[config.mk]
export PLATFORM = sky130hd
export DESIGN_NAME = dac_mux_serial_driver
export DESIGN_NICKNAME = d
export VERILOG_FILES = /design/src/rtl/dac_mux_pkg.sv /design/src/rtl/dac_serial_shifter.sv /design/src/rtl/dac_mux_serial_driver.sv
export SDC_FILE = /design/constraint.sdc
export NUM_CORES = 1
export LEC_CHECK = 0
export CAP_MARGIN = 25
export CORE_MARGIN = 10
export CORE_UTILIZATION = 40
export DETAILED_ROUTE_END_ITERATION = 10
export MAX_ROUTING_LAYER = met4
export PLACE_DENSITY_LB_ADDON = 0.25
export SYNTH_ARGS = -nofsm -noshare
export SYNTH_HDL_FRONTEND = slang
export SYNTH_SLANG_ARGS = --single-unit
[constraint.sdc]
create_clock -name clk -period 4.32 [get_ports clk]
set_input_delay 1.296 -clock clk [delete_from_list [all_inputs] [get_ports clk]]
set_output_delay 1.296 -clock clk [all_outputs]
set_load 0.005 [all_outputs]
[src/rtl/dac_mux_pkg.sv]
// Shared types, default timing and width helpers for the DAC/mux serial driver.
// Defaults are sized for the ZCU102 system clock.
package dac_mux_pkg;

  typedef enum logic [2:0] {
    ST_IDLE,
    ST_SHIFT,
    ST_GAP,
    ST_LOAD,
    ST_SETTLE,
    ST_STROBE,
    ST_CLEAR
  } dac_state_t;

  localparam int DEF_DATA_W     = 12;
  localparam int DEF_N_CH       = 8;
  localparam int DEF_HALF_CYC   = 2;
  localparam int DEF_LD_CYC     = 2;
  localparam int DEF_SETTLE_CYC = 128;
  localparam int DEF_MUX_CYC    = 2;
  localparam int DEF_CLR_CYC    = 2;

  // SCLK-high cycles after the last rising edge, giving LD setup time
  localparam int GAP_CYC = 2;

  function automatic int ch_width(input int n);
    return (n > 1) ? $clog2(n) : 1;
  endfunction

  // Width of a down-counter that is loaded with max_val-1
  function automatic int cnt_width(input int max_val);
    return (max_val > 1) ? $clog2(max_val) : 1;
  endfunction

  function automatic int imax(input int a, input int b);
    return (a > b) ? a : b;
  endfunction

endpackage

[src/rtl/dac_serial_shifter.sv]
// MSB-first serial shifter: SCLK low for HALF_CYC then high for HALF_CYC per bit,
// SDI changes on entry to the low phase. o_done flags the final cycle of the last bit.
module dac_serial_shifter
  import dac_mux_pkg::*;
#(
  parameter int DATA_W   = DEF_DATA_W,
  parameter int HALF_CYC = DEF_HALF_CYC
) (
  input  logic              clk,
  input  logic              reset,
  input  logic              i_start,
  input  logic              i_sdi_clr,
  input  logic [DATA_W-1:0] i_data,
  output logic              o_sclk,
  output logic              o_sdi,
  output logic              o_done
);

  localparam int HC_W  = cnt_width(HALF_CYC);
  localparam int BIT_W = cnt_width(DATA_W);
  localparam logic [HC_W-1:0]  HC_LAST  = HC_W'(HALF_CYC - 1);
  localparam logic [BIT_W-1:0] BIT_LAST = BIT_W'(DATA_W - 1);

  logic              r_active;
  logic              r_high;
  logic              r_sclk;
  logic              r_sdi;
  logic [DATA_W-1:0] r_shreg;
  logic [HC_W-1:0]   r_half_cnt;
  logic [BIT_W-1:0]  r_bit_cnt;
  logic              w_half_tc;

  assign w_half_tc = (r_half_cnt == '0);
  assign o_done    = r_active && r_high && w_half_tc && (r_bit_cnt == '0);
  assign o_sclk    = r_sclk;
  assign o_sdi     = r_sdi;

  always_ff @(posedge clk or posedge reset) begin
    if (reset) begin
      r_active   <= 1'b0;
      r_high     <= 1'b1;
      r_sclk     <= 1'b1;
      r_sdi      <= 1'b0;
      r_shreg    <= '0;
      r_half_cnt <= '0;
      r_bit_cnt  <= '0;
    end else if (i_start) begin
      r_active   <= 1'b1;
      r_high     <= 1'b0;
      r_sclk     <= 1'b0;
      r_sdi      <= i_data[DATA_W-1];
      r_shreg    <= {i_data[DATA_W-2:0], 1'b0};
      r_half_cnt <= HC_LAST;
      r_bit_cnt  <= BIT_LAST;
    end else if (r_active) begin
      if (!w_half_tc) begin
        r_half_cnt <= r_half_cnt - 1'b1;
      end else if (!r_high) begin
        r_high     <= 1'b1;
        r_sclk     <= 1'b1;
        r_half_cnt <= HC_LAST;
      end else if (r_bit_cnt == '0) begin
        // SCLK parks high and SDI keeps the LSB through the gap
        r_active <= 1'b0;
      end else begin
        r_high     <= 1'b0;
        r_sclk     <= 1'b0;
        r_sdi      <= r_shreg[DATA_W-1];
        r_shreg    <= r_shreg << 1;
        r_bit_cnt  <= r_bit_cnt - 1'b1;
        r_half_cnt <= HC_LAST;
      end
    end else if (i_sdi_clr) begin
      r_sdi <= 1'b0;
    end
  end

endmodule

[src/rtl/dac_mux_serial_driver.sv]
// Serial driver for a DAC7611-class DAC feeding an analog mux: shift sample, pulse LD,
// settle, then strobe the one-hot mux select. Also issues requestable CLR pulses.
//
// state     | meaning
// ----------+-----------------------------------------------------
// ST_IDLE   | ready for a sample; pending clear takes priority
// ST_SHIFT  | shifter clocking out the sample MSB-first
// ST_GAP    | SCLK high, SDI holds LSB, LD setup
// ST_LOAD   | dac_ld_n low for LD_CYC
// ST_SETTLE | all pins idle for SETTLE_CYC
// ST_STROBE | mux_sel one-hot for MUX_CYC
// ST_CLEAR  | dac_clr_n low for CLR_CYC
module dac_mux_serial_driver
  import dac_mux_pkg::*;
#(
  parameter int DATA_W     = DEF_DATA_W,
  parameter int N_CH       = DEF_N_CH,
  parameter int HALF_CYC   = DEF_HALF_CYC,
  parameter int LD_CYC     = DEF_LD_CYC,
  parameter int SETTLE_CYC = DEF_SETTLE_CYC,
  parameter int MUX_CYC    = DEF_MUX_CYC,
  parameter int CLR_CYC    = DEF_CLR_CYC
) (
  input  logic                      clk,
  input  logic                      reset,
  input  logic                      in_valid,
  output logic                      in_ready,
  input  logic [DATA_W-1:0]         in_data,
  input  logic [ch_width(N_CH)-1:0] in_ch,
  input  logic                      clr_req,
  output logic                      busy,
  output logic                      dac_sclk,
  output logic                      dac_sdi,
  output logic                      dac_ld_n,
  output logic                      dac_clr_n,
  output logic [N_CH-1:0]           mux_sel
);

  localparam int CH_W  = ch_width(N_CH);
  localparam int T_MAX = imax(imax(imax(GAP_CYC, LD_CYC), imax(SETTLE_CYC, MUX_CYC)), CLR_CYC);
  localparam int CNT_W = cnt_width(T_MAX);

  localparam logic [CNT_W-1:0] GAP_LAST    = CNT_W'(GAP_CYC - 1);
  localparam logic [CNT_W-1:0] LD_LAST     = CNT_W'(LD_CYC - 1);
  localparam logic [CNT_W-1:0] SETTLE_LAST = CNT_W'(SETTLE_CYC - 1);
  localparam logic [CNT_W-1:0] MUX_LAST    = CNT_W'(MUX_CYC - 1);
  localparam logic [CNT_W-1:0] CLR_LAST    = CNT_W'(CLR_CYC - 1);

  dac_state_t       r_state;
  dac_state_t       w_state_nxt;
  logic [CNT_W-1:0] r_cnt;
  logic [CNT_W-1:0] w_cnt_load_val;
  logic             w_cnt_load;
  logic             w_cnt_tc;
  logic             r_pend;
  logic             w_pend_nxt;
  logic [CH_W-1:0]  r_ch;
  logic             w_start;
  logic             w_sdi_clr;
  logic             w_done;
  logic [N_CH-1:0]  w_onehot;

  logic             r_ready;
  logic             r_busy;
  logic             r_ld_n;
  logic             r_clr_n;
  logic [N_CH-1:0]  r_mux;
  logic             w_sclk;
  logic             w_sdi;

  dac_serial_shifter #(
    .DATA_W   (DATA_W),
    .HALF_CYC (HALF_CYC)
  ) u_shifter (
    .clk       (clk),
    .reset     (reset),
    .i_start   (w_start),
    .i_sdi_clr (w_sdi_clr),
    .i_data    (in_data),
    .o_sclk    (w_sclk),
    .o_sdi     (w_sdi),
    .o_done    (w_done)
  );

  assign w_cnt_tc  = (r_cnt == '0);
  assign in_ready  = r_ready;
  assign busy      = r_busy;
  assign dac_sclk  = w_sclk;
  assign dac_sdi   = w_sdi;
  assign dac_ld_n  = r_ld_n;
  assign dac_clr_n = r_clr_n;
  assign mux_sel   = r_mux;

  // Out-of-range channel indices match no bit and leave the mux dark
  always_comb begin
    w_onehot = '0;
    for (int i = 0; i < N_CH; i++) begin
      if (r_ch == CH_W'(i)) w_onehot[i] = 1'b1;
    end
  end

  always_ff @(posedge clk or posedge reset) begin
    if (reset) begin
      r_state <= ST_IDLE;
      r_cnt   <= '0;
      r_pend  <= 1'b0;
      r_ch    <= '0;
    end else begin
      r_state <= w_state_nxt;
      r_pend  <= w_pend_nxt;
      if (w_cnt_load) r_cnt <= w_cnt_load_val;
      else if (!w_cnt_tc) r_cnt <= r_cnt - 1'b1;
      if (w_start) r_ch <= in_ch;
    end
  end

  always_comb begin
    w_state_nxt    = r_state;
    w_cnt_load     = 1'b0;
    w_cnt_load_val = '0;
    w_start        = 1'b0;
    w_sdi_clr      = 1'b0;
    w_pend_nxt     = r_pend | (clr_req && (r_state != ST_IDLE));
    case (r_state)
      ST_IDLE: begin
        if (r_pend || clr_req) begin
          w_state_nxt    = ST_CLEAR;
          w_cnt_load     = 1'b1;
          w_cnt_load_val = CLR_LAST;
          w_pend_nxt     = 1'b0;
        end else if (in_valid && r_ready) begin
          w_state_nxt = ST_SHIFT;
          w_start     = 1'b1;
        end
      end
      ST_SHIFT: begin
        if (w_done) begin
          w_state_nxt    = ST_GAP;
          w_cnt_load     = 1'b1;
          w_cnt_load_val = GAP_LAST;
        end
      end
      ST_GAP: begin
        if (w_cnt_tc) begin
          w_state_nxt    = ST_LOAD;
          w_cnt_load     = 1'b1;
          w_cnt_load_val = LD_LAST;
        end
      end
      ST_LOAD: begin
        if (w_cnt_tc) begin
          w_state_nxt    = ST_SETTLE;
          w_cnt_load     = 1'b1;
          w_cnt_load_val = SETTLE_LAST;
          w_sdi_clr      = 1'b1;
        end
      end
      ST_SETTLE: begin
        if (w_cnt_tc) begin
          w_state_nxt    = ST_STROBE;
          w_cnt_load     = 1'b1;
          w_cnt_load_val = MUX_LAST;
        end
      end
      ST_STROBE: begin
        if (w_cnt_tc) w_state_nxt = ST_IDLE;
      end
      ST_CLEAR: begin
        if (w_cnt_tc) w_state_nxt = ST_IDLE;
      end
      default: w_state_nxt = ST_IDLE;
    endcase
  end

  // Pins are registered from the next state so they line up with the state they belong to
  always_ff @(posedge clk or posedge reset) begin
    if (reset) begin
      r_ready <= 1'b1;
      r_busy  <= 1'b0;
      r_ld_n  <= 1'b1;
      r_clr_n <= 1'b1;
      r_mux   <= '0;
    end else begin
      r_ready <= (w_state_nxt == ST_IDLE) && !w_pend_nxt;
      r_busy  <= (w_state_nxt != ST_IDLE);
      r_ld_n  <= (w_state_nxt != ST_LOAD);
      r_clr_n <= (w_state_nxt != ST_CLEAR);
      r_mux   <= (w_state_nxt == ST_STROBE) ? w_onehot : '0;
    end
  end

endmodule

Word level (Yosys, flattened, before mapping) --
Cells that the tools add are included.
Cells by class: add/sub/neg operators 3, reductions and logical operators 25, bitwise logic cells 2, equal/unequal tests 23, muxes and demuxes 68
Operators with widths (number):
- two-way mux 12 bit | 5
- two-way mux 1 bit | 44
- one-hot mux 7 bit (4 select lines) | 1
- == test 3 bit (second input constant) | 8
- two-way mux 3 bit | 7
- two-way mux 7 bit | 3
- two-way mux 4 bit | 5
- one-hot mux 3 bit (6 select lines) | 1
- != test 3 x 2 -> 1 bit (second input constant) | 5
- == test 3 x 2 -> 1 bit (second input constant) | 4
- logical NOT 3 bit | 3
- nonzero test 3 bit | 3
- two-way mux 8 bit | 1
- AND reduction 4 bit | 2
- logical NOT 7 bit | 1
- subtractor 7 x 1 -> 7 bit (second input constant) | 1
- == test 3 x 1 -> 1 bit (second input constant) | 2
- logical AND 1 bit | 6
- logical NOT 4 bit | 1
- != test 2 x 1 -> 1 bit (second input constant) | 2
- nonzero test 2 bit | 2
- OR reduction 2 bit | 2
- subtractor 4 x 1 -> 4 bit (second input constant) | 1
- != test 3 bit (second input constant) | 1
- 10 further kinds | 10
Storage, ports and cells: word-level logic and storage cells 137, bits of input ports 19, output and inout bits 14, bits in registers 47

Depth between registers and ports, before layout --
depth in word-level cells 7, depth in mapped cells 8

Modules after synthesis --
A second synthesis with hierarchy kept.
Second synthesis, totals: cells, all modules 212, area total of the unflattened synthesis 2223.4 um^2
By module, submodules not included:
- dac_mux_serial_driver | area an instance 1177.4 um^2, sequential area each 654.4 um^2, cells an instance 109, times used 1
- dac_serial_shifter | area an instance 1046.0 um^2, sequential area each 503.0 um^2, cells an instance 103, times used 1

Least setup slack after synthesis --
OpenSTA, ideal clock, no wires.
path kind input to register, from input clr_req, to register u_shifter.r_shreg[10], stages on the path 4, path buffers 1, arrival 2503 ps, setup slack 1680 ps, cells stage by stage nor4bb_1 -> a22o_1 -> clkbuf_1 -> a21oi_1
Between the ends: longest elaborated chain between the ends 5
Ends and longest elaborated chain:
- start, declared | line dac_mux_serial_driver.sv:30 | input logic clr_req,
- logical OR 1 bit (*) | line dac_mux_serial_driver.sv:126 | if (r_pend || clr_req) begin
- two-way mux 1 bit (*) | line dac_mux_serial_driver.sv:126
- two-way mux 1 bit (*) | line dac_mux_serial_driver.sv:124 | case (r_state)
- != test 2 x 1 -> 1 bit (no line) / nonzero test 2 bit (equally long branches)
- AND reduction 4 bit (no line)
- end signal, assigned | line dac_serial_shifter.sv:52 | r_shreg <= {i_data[DATA_W-2:0], 1'b0};
- end signal, assigned | line dac_serial_shifter.sv:69 | r_shreg <= r_shreg << 1;
- end, declared | line dac_serial_shifter.sv:28 | logic [DATA_W-1:0] r_shreg;
Mark *: on every way between the ends. The rest lies on a longest branch, timed or not. A chain may end at the register's enable or synchronous reset.

Worst setup path after layout --
from input clr_req, to register r_ch[2]
Between the ends: longest elaborated chain between the ends 3
Ends and longest elaborated chain:
- logical OR 1 bit | line dac_mux_serial_driver.sv:126
- two-way mux 1 bit | line dac_mux_serial_driver.sv:126
- two-way mux 1 bit | line dac_mux_serial_driver.sv:124
- end signal, assigned | line dac_mux_serial_driver.sv:113 | if (w_start) r_ch <= in_ch;
- end, declared | line dac_mux_serial_driver.sv:57 | logic [CH_W-1:0] r_ch;
No other way between the ends.

==> summary.txt <==
Logic synthesis
  – Synth cell types: 45
  – Post-synth top cells: 41 x dfrtp_1, 22 x nor2_1, 18 x a21oi_1
  – Synth Area in Adders: 1.67%
  – Ys async rst share: 100%
  – Synth area leader: dfrtp_1
  – Ys Warns: 0
  – Synthesized instance count: 220
  – Syn Area/Cell: 10.2 um2
  – Post-synthesis cell area: 2250 um2
  – Synth Area in Compound Gates: 14.9%
  – Syn_nets: 242
  – Post-Synth Simple-Gate Area: 19.4%
  – Synth Flop Type: dfrtp_1
  – Mux share of post-synthesis cell area: 6.41%
  – Sequential share of the synthesized area: 51.5%
  – Area share of the largest cell type after synthesis: 45.7%
  – Post-synthesis xor/xnor area fraction: 3.12%
  – Cell with the most instances after synthesis: dfrtp_1
  – EDFF count, synth: 0
  – Main combinational cell family by area after synthesis: simple AND/OR/NAND/NOR gates
  – Number of synthesized register bits: 46
  – Synth area leaders: dfrtp_1 46%, dfstp_2 5.8%, mux2i_1 4.9%, a21oi_1 4.0%, nor2_1 3.7%

Floorplanning
  – DIE HEIGHT: 94.9 um
  – Die area: 9010 um2
  – Total core area: 5470 um2
  – Row count: 27
  – Die width: 94.9 um
  – Num ports: 33
  – Starting Density: 41.0%

Worst setup path
  – Crit path launch: clr_req
  – Kind of critical path: in2reg
  – RR Startpoint: r_state[0]$_DFF_PP0_
  – CP endpoint kind: register
  – Critical Path RT: 4510 ps
  – Critical path arrival: 3290 ps
  – Worst-path fanout max: 20
  – Critical Path Start Type: input pin

Route
  – DR DRC count: 0
  – Detailed Route Iter0 Violations: 102
  – Vias per inst: 5.37
  – Drt pass-1 iters: 4
  – DRT Wirelength: 4.80 mm
  – DR vias: 1,740
  – Routed len/inst: 14.8 um
  – DRT antenna net count: 0

Clock network
  – H-tree Lvls: 2
  – PostCTS Resize Cnt: 0
  – CTS Hold Buffers Added: 0
  – CTS tree: yes
  – CTS Buffer Depth: 2
  – Root Buffer: clkbuf_8
  – Clk slew on worst S/H paths: 90 ps
  – Post-CTS Setup Inserts: 0
  – Clock Latency Late Sink: 300 ps
  – TritonCTS Sinks: 46
  – Total CTS buffers: 5

Timing
  – Worst-Margin Slew: 903 ps
  – Final period utilization: 72.0%
  – Final TNS setup: 0 ps
  – Worst slew margin: 39.6%
  – Slew Viols, Final: 0
  – Final setup fails: 0
  – Fmax achieved: 322 MHz
  – Worst Clk Skew: 13.3 ps
  – Tmin final: 3110 ps
  – Unrepaired setup endpoints after global routing: no
  – Hold WS: 520 ps
  – Final Hold Vio Count: 0

Pwr
  – PD cells: 570 nW/um2
  – Gate power share: 31.5%
  – Sequential power share: 43.6%
  – Pint: 1060 uW
  – P_leak: 0.00117 uW
  – Worst vdd rail ir drop: 0.282 mV
  – Clk pwr share: 24.9%
  – P_sw: 526 uW
  – Switching share of power: 33.3%

GRT
  – Total gr overflow: 0
  – Antenna violations before repair: 0
  – Gr usage total: 11.7%
  – First-pass GRT wire length: 8.25 mm
  – Number of global-route vias before repair: 1,748
  – Largest net degree at the start of global routing: 25

Min path
  – Hold wc startpoint: u_shifter.r_high$_DFFE_PP1P_
  – Hold/Removal Path Class: reg2reg

Place
  – RD Place Congestion: 0.841
  – DP Wirelength: 3.49 mm
  – PortBufs: 32

Layout
  – Diodes inserted: 0
  – P&R area growth vs syn: 23.5%
  – Net count, final: 273
  – Share of layout cells above drive strength 1: 9.13%

Run
  – Max_cap viols: 0

Outcome
  – Status: finished, final reports clean
worst max-delay path, stage by stage:
cell	delay [ps]
clkdlybuf4s50_1	460
nor4bb_1	330
buf_4	190
nand2_1	520
mux2_2	490
cells by family (layout without fill, tap and decap cells):
family          Yosys count  in the layout
compound gates           54             54
xor+xnor                  8              8
fa+ha+maj                 3              3
buf+inv                  17             49
flops                    46             46
mux                      14             14
simple gates             78             78
power groups by stage:
| stage | Clock (uW) | Sequential, uW | Combinational (uW) |
|---|---|---|---|
| after floorplan | 0 | 658 | 404 |
| after detailed placement | 0 | 695 | 502 |
| after CTS | 402 | 688 | 507 |
| after global routing | 418 | 711 | 580 |
| final | 393 | 689 | 499 |
| after global placement | 0 | 695 | 493 |
state kept, by name, summed over array words and instances, names as in the netlist:
signal                flops
dac_ld_n                  1
u_shifter.r_active        1
u_shifter.o_sclk          1
dac_clr_n                 1
r_state                   3
u_shifter.r_half_cnt      1
r_pend                    1
u_shifter.o_sdi           1
u_shifter.r_shreg        11
in_ready                  1
r_ch                      3
r_cnt                     7
u_shifter.r_bit_cnt       4
busy                      1
mux_sel                   8
u_shifter.r_high          1
cell type report:
type | instances | area, um2
fillers | 529 | 2700
repair buffers | 34 | 335
flip-flops and latches | 46 | 1160
inverters | 7 | 26.3
multi-input cells | 157 | 1020
clock inverters | 2 | 60.1
well taps | 72 | 90.1
clock buffers | 6 | 82.6
cell usage in the layout (no fill, tap or decap), types with 5 or more instances in the layout:
master / netlist / final
dfstp_2: 5 / 5
a21oi_1: 18 / 18
o21ai_0: 11 / 11
inv_1: 7 / 6
nand2_1: 14 / 14
clkdlybuf4s50_1: 0 / 32
dfrtp_1: 41 / 41
nor2b_1: 6 / 6
mux2i_1: 11 / 11
nor3_1: 9 / 9
o211ai_1: 5 / 5
nor2_1: 22 / 22
clkbuf_8: 0 / 6
path summary, 6_finish.rpt:
| path | endpoint | cells after the start | slack, ps |
|---|---|---|---|
| setup reg to reg | r_ch[2]$_DFFE_PP0P_ | 3 | 1890 |
| setup / recovery | r_ch[2]$_DFFE_PP0P_ | 5 | 1210 |
| max in group asynchronous | dac_clr_n$_DFF_PP1_ | 3 | 2180 |
| hold / removal | u_shifter.r_high$_DFFE_PP1P_ | 2 | 520 |
| min in group asynchronous | u_shifter.r_shreg[6]$_DFFE_PP0P_ | 2 | 1350 |
| hold reg to reg | u_shifter.r_high$_DFFE_PP1P_ | 2 | 520 |
layer usage:
| metal | routed length [um] | part of all wire [%] | track usage [%] |
|---|---|---|---|
| met1 | 2310 | 48 | 14.8 |
| met2 | 2250 | 47 | 18.0 |
| met3 | 198 | 4.1 | 3.01 |
| met4 | 39 | 0.81 | 3.37 |
| met5 | 0 | 0 | - |
per-stage QoR:
| stage | instances | setup slack [ps] | utilization [%] | power (uW) | cell area, um2 |
|---|---|---|---|---|---|
| floorplan | 220 | 1680 | - | 1060 | 2250 |
| global placement | 316 | 927 | 48.1 | 1190 | 2630 |
| global route | 324 | 1070 | 50.7 | 1710 | 2770 |
| detailed placement | 316 | 889 | 48.1 | 1200 | 2630 |
| finish | 324 | 1210 | 50.7 | 1580 | 2770 |
| CTS | 324 | 1210 | 50.7 | 1600 | 2770 |
No activity file was read; power rests on OpenSTA's default activity.
